$ cat src/rtl/interleaver_bank_scheduler.sv
// Ping-pong bank scheduler for the turbo interleaver RAM pair.
// Assigns each incoming block to a free bank, generates linear write and
// read indices, and drains banks strictly in the order they were filled.
module interleaver_bank_scheduler #(
  parameter int K_SMALL = 1056,
  parameter int K_LARGE = 6144,
  parameter int AW      = 13
) (
  input  logic          clk,
  input  logic          reset,
  input  logic          blk_start,
  input  logic          blk_size,
  input  logic          in_valid,
  output logic          in_ready,
  output logic          wr_en,
  output logic          wr_bank,
  output logic [AW-1:0] wr_addr,
  input  logic          out_ready,
  output logic          rd_en,
  output logic          rd_bank,
  output logic [AW-1:0] rd_addr,
  output logic          rd_size,
  output logic          rd_first,
  output logic          rd_last,
  output logic          blk_done,
  output logic [1:0]    bank_full,
  output logic          overflow_err
);

  typedef enum logic [1:0] {B_FREE = 2'd0, B_FILL = 2'd1, B_FULL = 2'd2, B_DRAIN = 2'd3} bank_state_t;
  typedef enum logic {WR_IDLE = 1'b0, WR_FILL = 1'b1} wr_state_t;
  typedef enum logic {RD_IDLE = 1'b0, RD_DRAIN = 1'b1} rd_state_t;

  // Terminal index of a block of the given size.
  function automatic logic [AW-1:0] k_last(input logic size);
    k_last = size ? AW'(K_LARGE - 1) : AW'(K_SMALL - 1);
  endfunction

  wr_state_t   wr_state_r, wr_state_s;
  rd_state_t   rd_state_r, rd_state_s;
  bank_state_t bank_st_r [2];
  bank_state_t bank_st_s [2];
  logic [1:0]    size_r, size_s;
  logic          wr_bank_r, wr_bank_s;
  logic [AW-1:0] wr_addr_r, wr_addr_s;
  logic          rd_bank_r, rd_bank_s;
  logic [AW-1:0] rd_addr_r, rd_addr_s;
  logic          rd_size_r, rd_size_s;
  logic          next_rd_r, next_rd_s;
  logic          blk_done_r, blk_done_s;
  logic          ovf_r, ovf_s;
  logic          wr_fire_s, rd_fire_s, wr_term_s, rd_term_s, claim_s, free_any_s;

  assign wr_fire_s  = in_valid & (wr_state_r == WR_FILL);
  assign rd_fire_s  = out_ready & (rd_state_r == RD_DRAIN);
  assign wr_term_s  = wr_fire_s & (wr_addr_r == k_last(size_r[wr_bank_r]));
  assign rd_term_s  = rd_fire_s & (rd_addr_r == k_last(rd_size_r));
  assign free_any_s = (bank_st_r[0] == B_FREE) | (bank_st_r[1] == B_FREE);
  assign claim_s    = (bank_st_r[0] == B_FREE) ? 1'b0 : 1'b1;

  // Next-state logic for writer, reader, bank states and index counters.
  always_comb begin
    wr_state_s   = wr_state_r;
    rd_state_s   = rd_state_r;
    bank_st_s    = bank_st_r;
    size_s       = size_r;
    wr_bank_s    = wr_bank_r;
    wr_addr_s    = wr_addr_r;
    rd_bank_s    = rd_bank_r;
    rd_addr_s    = rd_addr_r;
    rd_size_s    = rd_size_r;
    next_rd_s    = next_rd_r;
    blk_done_s   = 1'b0;
    ovf_s        = 1'b0;

    // Reader first so a completing write can override the fill-order bit.
    case (rd_state_r)
      RD_IDLE: begin
        if (bank_st_r[next_rd_r] == B_FULL) begin
          rd_state_s           = RD_DRAIN;
          rd_bank_s            = next_rd_r;
          rd_size_s            = size_r[next_rd_r];
          rd_addr_s            = {AW{1'b0}};
          bank_st_s[next_rd_r] = B_DRAIN;
        end else begin
          rd_state_s = RD_IDLE;
        end
      end
      RD_DRAIN: begin
        if (rd_term_s) begin
          bank_st_s[rd_bank_r] = B_FREE;
          next_rd_s            = ~rd_bank_r;
          rd_state_s           = RD_IDLE;
          rd_addr_s            = {AW{1'b0}};
          blk_done_s           = 1'b1;
        end else if (rd_fire_s) begin
          rd_addr_s = rd_addr_r + AW'(1);
        end else begin
          rd_addr_s = rd_addr_r;
        end
      end
      default: rd_state_s = RD_IDLE;
    endcase

    case (wr_state_r)
      WR_IDLE: begin
        if (blk_start && free_any_s) begin
          wr_bank_s          = claim_s;
          size_s[claim_s]    = blk_size;
          wr_addr_s          = {AW{1'b0}};
          bank_st_s[claim_s] = B_FILL;
          wr_state_s         = WR_FILL;
        end else if (blk_start) begin
          ovf_s = 1'b1;
        end else begin
          wr_state_s = WR_IDLE;
        end
      end
      WR_FILL: begin
        ovf_s = blk_start;
        if (wr_term_s) begin
          bank_st_s[wr_bank_r] = B_FULL;
          wr_addr_s            = {AW{1'b0}};
          wr_state_s           = WR_IDLE;
          // Only record this bank as next if the other is not already queued.
          if (bank_st_r[~wr_bank_r] != B_FULL) begin
            next_rd_s = wr_bank_r;
          end else begin
            next_rd_s = next_rd_r;
          end
        end else if (wr_fire_s) begin
          wr_addr_s = wr_addr_r + AW'(1);
        end else begin
          wr_addr_s = wr_addr_r;
        end
      end
      default: wr_state_s = WR_IDLE;
    endcase
  end

  // State and datapath registers.
  always_ff @(posedge clk or posedge reset) begin
    if (reset) begin
      wr_state_r <= WR_IDLE;
      rd_state_r <= RD_IDLE;
      for (int i = 0; i < 2; i++) bank_st_r[i] <= B_FREE;
      size_r     <= 2'b00;
      wr_bank_r  <= 1'b0;
      wr_addr_r  <= {AW{1'b0}};
      rd_bank_r  <= 1'b0;
      rd_addr_r  <= {AW{1'b0}};
      rd_size_r  <= 1'b0;
      next_rd_r  <= 1'b0;
      blk_done_r <= 1'b0;
      ovf_r      <= 1'b0;
    end else begin
      wr_state_r <= wr_state_s;
      rd_state_r <= rd_state_s;
      bank_st_r  <= bank_st_s;
      size_r     <= size_s;
      wr_bank_r  <= wr_bank_s;
      wr_addr_r  <= wr_addr_s;
      rd_bank_r  <= rd_bank_s;
      rd_addr_r  <= rd_addr_s;
      rd_size_r  <= rd_size_s;
      next_rd_r  <= next_rd_s;
      blk_done_r <= blk_done_s;
      ovf_r      <= ovf_s;
    end
  end

  assign in_ready     = (wr_state_r == WR_FILL);
  assign wr_en        = wr_fire_s;
  assign wr_bank      = wr_bank_r;
  assign wr_addr      = wr_addr_r;
  assign rd_en        = rd_fire_s;
  assign rd_bank      = rd_bank_r;
  assign rd_addr      = rd_addr_r;
  assign rd_size      = rd_size_r;
  assign rd_first     = rd_fire_s & (rd_addr_r == {AW{1'b0}});
  assign rd_last      = rd_term_s;
  assign blk_done     = blk_done_r;
  assign overflow_err = ovf_r;
  assign bank_full    = {(bank_st_r[1] == B_FULL) | (bank_st_r[1] == B_DRAIN),
                         (bank_st_r[0] == B_FULL) | (bank_st_r[0] == B_DRAIN)};

endmodule

$ cat config.mk
export PLATFORM = sky130hd
export DESIGN_NAME = interleaver_bank_scheduler
export DESIGN_NICKNAME = d
export VERILOG_FILES = /design/src/rtl/interleaver_bank_scheduler.sv
export SDC_FILE = /design/constraint.sdc
export NUM_CORES = 1
export LEC_CHECK = 0
export ABC_AREA = 0
export CORE_UTILIZATION = 52
export CTS_CLUSTER_DIAMETER = 60
export CTS_CLUSTER_SIZE = 12
export DETAILED_ROUTE_END_ITERATION = 10
export GPL_TIMING_DRIVEN = 0
export HOLD_SLACK_MARGIN = 0.12
export PLACE_DENSITY = 0.8
export SLEW_MARGIN = 20
export SYNTH_ARGS = -nofsm -noshare
export SYNTH_HDL_FRONTEND = slang
export SYNTH_SLANG_ARGS = --single-unit
$ cat constraint.sdc
create_clock -name clk -period 2.7 [get_ports clk]
set_clock_uncertainty 0.2 [all_clocks]
set_input_delay 0.54 -clock clk [delete_from_list [all_inputs] [get_ports clk]]
set_output_delay 0.54 -clock clk [all_outputs]
set_load 0.05 [all_outputs]
==> results of run 1 <==
==> cell type report <==
class                           instances  share of cell area (%)
Buffer                                 10                    1.94
Clock buffer                            5                    2.37
Clock inverter                          2                   0.430
Inverter                               16                    2.07
Multi-Input combinational cell        187                    40.6
Sequential cell                        40                    34.5
Tap cell                               50                    2.15
Timing Repair Buffer                   46                    15.9
==> critical path, cell delays in order (launching register included) <==
cell and delay, ps:
dfrtp_2 460, or4_4 570, nor4_4 180, o21bai_2 120, inv_2 130, buf_6 170
==> logic make-up (layout without fill, tap and decap cells) <==
family | after synthesis | count (layout) | synth area share [%]
simple gates | 106 | 106 | 25.0
compound gates | 69 | 69 | 19.3
flops | 40 | 40 | 44.6
buf+inv | 27 | 79 | 5.29
mux | 9 | 9 | 4.18
fa+ha+maj | 3 | 3 | 1.67
==> per-stage QoR <==
step	hold WS [ps]	utilization [%]	power, mW	cells
after floorplan	297	-	1.86	254
final	322	71.2	2.71	356
after global placement	311	67.4	2.28	347
after global routing	369	71.2	2.86	356
after detailed placement	321	67.9	2.30	348
after CTS	332	70.5	2.69	355
==> layout by cell type (no fill, tap or decap), types with 3 or more instances in the layout <==
cell / n
nand3_1: 17
and2_1: 3
clkbuf_1: 7
nand2_1: 36
nand4_1: 11
inv_2: 3
inv_1: 13
o22ai_1: 5
nor2_1: 6
a22o_1: 4
and4_1: 3
or4_1: 4
nor3_1: 5
clkbuf_8: 6
a31oi_1: 8
a21boi_0: 3
mux2_2: 3
a211oi_1: 4
o21ai_0: 26
clkdlybuf4s50_1: 38
a21oi_1: 5
dfrtp_1: 38
mux2i_1: 6
==> metal layers <==
| layer | up-vias | share of wire, % | routed length (um) | GRT usage, % |
|---|---|---|---|---|
| li1 | 1056 | - | - | - |
| met1 | 999 | 47 | 2570 | 36.5 |
| met2 | 67 | 47 | 2560 | 40.1 |
| met3 | 8 | 5.3 | 291 | 4.90 |
| met4 | 0 | 1.4 | 78 | 7.98 |
| met5 | - | 0 | 0 | 0 |
==> where the power goes <==
part           internal, mW  total [mW]  switching [mW]
Combinational         0.478        1.31           0.833
Sequential            0.763        1.02           0.255
Clock                 0.175       0.380           0.205
Total                  1.42        2.71            1.29
==> how the worst max path moves through the flow <==
| stage | from | endpoint | slack [ps] | depth (start not counted) |
|---|---|---|---|---|
| after floorplan | rd_addr[5]$_DFFE_PP0P_ | rd_last | 30 | 4 |
| after global placement | out_ready | rd_last | -910 | 7 |
| after detailed placement | out_ready | rd_last | -920 | 7 |
| after CTS | rd_addr[5]$_DFFE_PP0P_ | rd_last | 7 | 5 |
| after global routing | rd_addr[6]$_DFFE_PP0P_ | rd_last | -10 | 5 |
| final | rd_addr[6]$_DFFE_PP0P_ | rd_last | 40 | 5 |
==> sequential cells by signal, indices dropped and copies added (netlist names), 2 cells and up <==
| name | flops |
|---|---|
| wr_addr | 13 |
| bank_st_r | 4 |
| size_r | 2 |
| rd_addr | 13 |
==> what timing repair did <==
item / CTS / global route
resized for setup: 26 / 5
endpoints found under the setup margin: 4 / 5
endpoints found under the hold margin: 0 / 0
setup buffers: 0 / 2
pin swaps: 0 / 0
==> results_dict.tcl, run 1 <==
set metrics [dict create \
    powerDensity_nw_per_um2 931 \
    area_growth_pct 29.5 \
    totalWireLength_mm 5.49 \
    rsz0062_at_grt "true" \
    synth-edff-count 0 \
    portBuffers 43 \
    yosysUniqueCellTypes 43 \
    postSynth.asyncResetShare_pct 100 \
    die-width_um 67.7 \
    maxCapViolations 0 \
    start_util_pct 55.0 \
    seqCellArea_sq_um 1000 \
    drc 0 \
    grt_max_degree 27 \
    finalMaxSlewViolations 0 \
    dieArea_sq_um 4590 \
    cts_tree "done" \
    ant_nets 0 \
    critPathLaunchType "flop" \
    fin_tns_setup_ps 0 \
    wl_per_cell_um 15.4 \
    dpl-instance-area_sq_um 2780 \
    clock-sinks 40 \
    slew_headroom_pct 65.8 \
    dp_slack_ps -923 \
    grt_overflow 0 \
    io_pins 44 \
    final_nets 315 \
    cp_data_arrival_time_ps 1920 \
    diodes 0 \
    yosysSeqAreaShare_pct 44.6 \
    multi_input_area_sq_um 1180 \
    grt_pass1_wl_mm 8.85 \
    holdBufCountCts 0 \
    fin_ws_ps 35.8 \
    row_count 23 \
    hold_viol 0 \
    hpwlAfterDp_mm 3.95 \
    hold_path_class "in -> async" \
    fmax_mhz 375 \
    status "finished clean" \
    yosys.area.top_type_share_pct 44.6 \
    grt_usage_pct 26.0 \
    r2r-end "wr_addr[6]$_DFFE_PP0P_" \
    clk_path_buf_depth 2 \
    die_h_um 67.7 \
    syn_area_per_cell_sq_um 8.84 \
    h-tree-depth 2 \
    worstPathRequired_ps 1960 \
    p_leak_nw 1.17 \
    ys_ff_latch 40 \
    cts-root-buf "clkbuf_8" \
    worstSetupPathType "reg -> out" \
    reg2reg_depth 6 \
    yosysTopAreaCell "dfrtp_1" \
    synth_cells 254 \
    syn_area_sq_um 2250 \
    ys_top_cells_by_count "dfrtp_1, nand2_1, o21ai_0" \
    cp_max_fo 8 \
    synthTopCellsByArea "dfrtp_1, nand2_1, o21ai_0, nand3_1, nand4_1" \
    insertion_delay_ps 290 \
    drt_iter0_markers 200 \
    path_clk_slew_ps 80 \
    cts_buffers 5 \
    tightest_slew_ps 513 \
    vias 2130 \
    core_sq_um 4090 \
    fin_crit_ps 2660 \
    grt_pass1_vias 1875 \
    drive_above_1_share_pct 11.8 \
    synth_top_flop_cell "dfrtp_1" \
    yosysWarnings 0 \
    setup_viol 0 \
    place_congestion 0.852 \
    r2r_start "wr_addr[5]$_DFFE_PP0P_" \
    antenna_found_initial 0 \
    routed_via_density 5.98 \
    r2r_slack_ps 210 \
    design_area_sq_um 2910 \
    irDropWorstVdd_mv 0.506 \
    cp-end-kind "output pin" \
    fin_crit_sh_pct 98.7 \
    fill_cells 319 \
    drtPass1Iterations 4 \
    syn_nets 263 \
    yosys.cell_count.top_type "dfrtp_1" \
]
Power figures use the tool's default switching activity.
==> run 2, diff against run 1 <==
PLACE_DENSITY = not set   (was 0.8)
PLACE_DENSITY_LB_ADDON = 0.05   (was not set)
SETUP_SLACK_MARGIN = 0.4   (was not set)
==> results_dict.tcl, run 2 (synthesized netlist as in run 1, its figures left out) <==
set metrics [dict create \
    power_mw 2.87 \
    tightest_slew_ps 528 \
    routed_via_density 6.00 \
    insertion_delay_ps 300 \
    grt_overflow 0 \
    worst_hold_slack_ps 329 \
    cp_top_family "simple AND/OR/NAND/NOR gates" \
    worstSetupPathType "reg -> out" \
    routed-wl-met2_mm 2.95 \
    totalWireLength_mm 6.21 \
    fmax_mhz 392 \
    cp_max_fo 2 \
    hpwlAfterDp_mm 3.96 \
    cp-end-kind "output pin" \
    cts-root-buf "clkbuf_8" \
    maxCapViolations 0 \
    place_congestion 0.884 \
    dieArea_sq_um 4590 \
    cts_tree "done" \
    rsz0062_at_grt "true" \
    slew_headroom_pct 64.8 \
    io_pins 44 \
    drt_iter0_markers 157 \
    final_common_cell "nand2_1" \
    drc 0 \
    drive_above_1_share_pct 25.3 \
    drt-met1-wl_mm 2.86 \
    cp_cell_sequence "or4_4 > nor4_4 > o21bai_2 > inv_2 > buf_8" \
    h-tree-depth 2 \
    holdBufCountCts 0 \
    antenna_found_initial 0 \
    critPathLaunchType "flop" \
    clock-sinks 40 \
    fin_crit_sh_pct 94.4 \
    row_count 23 \
    grt_usage_pct 29.1 \
    wl_met3_um 334 \
    hold_path_class "reg -> reg" \
    diodes 0 \
    dp_slack_ps -692 \
    fin_ws_ps 152 \
    clk_path_buf_depth 2 \
    hold_viol 0 \
    cp_slowest_cell "or4_4" \
    core_sq_um 4090 \
    path_clk_slew_ps 80 \
    cpPeakStageDelay_ps 570 \
    ant_nets 0 \
    setup_viol 0 \
    die_h_um 67.7 \
    layout_common_cells "nand2_1, dfrtp_1, dlygate4sd2_1" \
    cp_data_arrival_time_ps 1810 \
    fill_cells 285 \
    area_growth_pct 41.9 \
    cts_buffers 5 \
    vias 2221 \
    finalMaxSlewViolations 0 \
    irDropWorstVdd_mv 0.684 \
    status "finished clean" \
    wl_per_cell_um 16.8 \
    fin_tns_setup_ps 0 \
    p_leak_nw 1.41 \
    drtPass1Iterations 5 \
    grt_max_degree 26 \
    die-width_um 67.7 \
    start_util_pct 55.0 \
    grt_pass1_wl_mm 9.80 \
    worst-path-buf-inv 2 \
    final_nets 328 \
    grt_pass1_vias 2056 \
    top_layer "met4" \
    powerDensity_nw_per_um2 901 \
    fin_crit_ps 2550 \
    worstPathRequired_ps 1960 \
    portBuffers 43 \
]
run 2: changes by cell type in the layout (fill, tap and decap cells not counted), sizes merged:
cell,before,now
clkinv,1,0
clkbuf,15,16
buf,5,21
dlygate4sd2,2,22
inv,16,15
dlymetal6s2s,0,7
clkdlybuf4s50,38,10
run 2: cell type report:
type / count / area [sq um] / area share (%)
Clock buffer: 8 / 100 / 3.14
Buffer: 11 / 71.3 / 2.24
Timing Repair Buffer: 58 / 569 / 17.9
Inverter: 16 / 63.8 / 2.00
Tap cell: 50 / 62.6 / 1.96
Sequential cell: 40 / 1020 / 32.0
Multi-Input combinational cell: 187 / 1300 / 40.8
run 2: report_power, final:
part / switching (mW) / internal (mW)
Clock: 0.213 / 0.233
Combinational: 0.921 / 0.501
Sequential: 0.229 / 0.774
Total: 1.36 / 1.51
run 2: worst reg2reg max path: stages, from the launching register on:
cell	delay [ps]
dfrtp_2	420
or4_1	520
or4_4	440
a21o_4	250
buf_8	150
a32oi_2	200
o21a_1	150
run 2: worst paths after layout:
| path | startpoint | to | slack, ps | cells past startpoint |
|---|---|---|---|---|
| hold reg to reg | wr_bank$_DFFE_PP0P_ | bank_st_r[3]$_DFF_PP0_ | 330 | 1 |
| min in group asynchronous | reset | rd_addr[4]$_DFFE_PP0P_ | 350 | 2 |
| hold / removal | wr_bank$_DFFE_PP0P_ | bank_st_r[3]$_DFF_PP0_ | 330 | 1 |
| setup / recovery | rd_addr[6]$_DFFE_PP0P_ | rd_last | 150 | 5 |
| setup reg to reg | wr_addr[5]$_DFFE_PP0P_ | next_rd_r$_DFFE_PP0P_ | 300 | 6 |
| max in group asynchronous | reset | in_ready$_DFF_PP0_ | 1490 | 3 |
run 2: layer usage:
metal	vias up	track usage, %
li1	1075	-
met1	1063	39.8
met2	76	46.0
met3	7	5.41
met4	0	9.04
met5	-	0
run 2: what timing repair did:
item	CTS	global route
resized for setup	58	43
endpoints found under the setup margin	39	36
cloned	1	0
setup buffers	11	2
pin swaps	4	10
run 2: stage by stage:
stage               util (%)  cell area, sq um  cells
finish                  78.0              3190    370
global route            78.0              3190    370
CTS                     74.2              3030    368
detailed placement      68.9              2820    348
global placement        68.4              2800    347
floorplan                  -              2300    254
==> run 3, diff against run 2 <==
PLACE_DENSITY_LB_ADDON = 0.3   (was 0.05)
clock period = 2.8 ns   (was 2.7 ns; I/O delays follow)
==> results_dict.tcl, run 3 (synthesized netlist as in run 1, its figures left out) <==
set metrics [dict create \
    hpwlAfterDp_mm 3.96 \
    drtPass1Iterations 5 \
    cp_max_fo 2 \
    grt_usage_pct 27.6 \
    cts-root-buf "clkbuf_8" \
    holdBufCountCts 0 \
    area_growth_pct 39.3 \
    cpPeakStageDelay_ps 560 \
    setup_viol 0 \
    hold_viol 0 \
    slew_headroom_pct 65.4 \
    diodes 0 \
    hold_path_class "in -> async" \
    powerDensity_nw_per_um2 868 \
    insertion_delay_ps 310 \
    irDropWorstVdd_mv 0.507 \
    final_nets 327 \
    drive_above_1_share_pct 21.9 \
    clk_path_buf_depth 2 \
    status "finished clean" \
    finalMaxSlewViolations 0 \
    cp_slowest_cell "or4_4" \
    fill_cells 288 \
    critPathLaunchType "flop" \
    drt_iter0_markers 301 \
    reg2reg_depth 6 \
    worstPathRequired_ps 2040 \
    antenna_found_initial 0 \
    fmax_mhz 395 \
    maxCapViolations 0 \
    worst-path-buf-inv 2 \
    die_h_um 67.7 \
    routed_via_density 6.25 \
    vias 2307 \
    design_area_sq_um 3130 \
    grt_pass1_vias 2044 \
    r2r_start "wr_addr[12]$_DFFE_PP0P_" \
    fin_crit_ps 2530 \
    core_sq_um 4090 \
    placed_cells 348 \
    power_mw 2.72 \
    cts_tree "done" \
    wl_per_cell_um 16.5 \
    io_pins 44 \
    final_common_cell "nand2_1" \
    row_count 23 \
    drc 0 \
    layout_common_cells "nand2_1, dfrtp_1, o21ai_0" \
    cts_buffers 5 \
    totalWireLength_mm 6.11 \
    grt_pass1_wl_mm 9.36 \
    worstSetupPathType "reg -> out" \
    start_util_pct 55.0 \
    fin_crit_sh_pct 90.5 \
    die-width_um 67.7 \
    place_congestion 0.834 \
    r2r_slack_ps 380 \
    cp_top_family "simple AND/OR/NAND/NOR gates" \
    r2r-end "next_rd_r$_DFFE_PP0P_" \
    clock-sinks 40 \
    dieArea_sq_um 4590 \
    portBuffers 43 \
    tightest_slew_ps 519 \
    h-tree-depth 2 \
    cp_cell_sequence "or4_4 > buf_4 > nor4_4 > buf_6" \
    instances_no_fill 369 \
    seqCellArea_sq_um 1020 \
    grt_max_degree 30 \
    p_leak_nw 1.42 \
    rsz0062_at_grt "true" \
    multi_input_area_sq_um 1230 \
    cp_data_arrival_time_ps 1770 \
    path_clk_slew_ps 90 \
    cp-end-kind "output pin" \
    grt_overflow 0 \
    ant_nets 0 \
    dpl-instance-area_sq_um 2810 \
]
[run 3: changes by cell type in the layout (fill, tap and decap cells not counted), sizes merged]
cell	change
buf	-4
clkbuf	+1
clkdlybuf4s50	+9
clkinv	+1
clkinvlp	+1
dlygate4sd2	-17
dlymetal6s2s	+8
[run 3: power breakdown]
part / internal (mW) / switching (mW)
clock network: 0.174 / 0.218
logic: 0.493 / 0.868
registers: 0.744 / 0.221
[run 3: what timing repair did]
| item | 4_1_cts | 5_1_grt |
|---|---|---|
| setup buffers | 6 | 6 |
| endpoints found under the setup margin | 20 | 31 |
| cloned | 0 | 1 |
| gates resized for setup | 35 | 30 |
| pin swaps | 2 | 4 |
[run 3: worst max-delay path by stage]
stage | startpoint | end | slack [ps] | cells after the start
global placement | out_ready | rd_last | -670 | 7
floorplan | rd_addr[0]$_DFFE_PP0P_ | rd_first | 370 | 5
finish | rd_addr[7]$_DFFE_PP0P_ | rd_first | 270 | 4
global route | rd_addr[1]$_DFFE_PP0P_ | rd_last | 200 | 6
CTS | rd_addr[5]$_DFFE_PP0P_ | rd_last | 240 | 5
detailed placement | out_ready | rd_last | -700 | 7
[run 3: final cells by class]
type	count	share of cell area, %
multi-input combinational	187	39.4
sequential	40	32.5
timing repair buffer	57	19.2
clock buffer	6	2.32
buffer	11	2.16
inverter	16	2.04
tap	50	2.00
clock inverter	2	0.400
[run 3: per-stage QoR]
step	setup TNS (ps)	hold slack (ps)	setup WS (ps)	utilization, %
after floorplan	0	297	366	-
after CTS	0	305	241	72.7
final	0	295	265	76.6
after global placement	-2060	310	-670	68.3
after detailed placement	-2160	327	-703	68.8
after global routing	0	319	203	76.6
[run 3: per-layer routing]
metal / vias to the layer above / global-route usage [%] / part of all wire (%)
met5: - / 0 / 0
met4: 0 / 11.2 / 1.7
met3: 15 / 7.09 / 7.0
met2: 110 / 42.3 / 48
met1: 1116 / 36.7 / 43
li1: 1066 / - / -
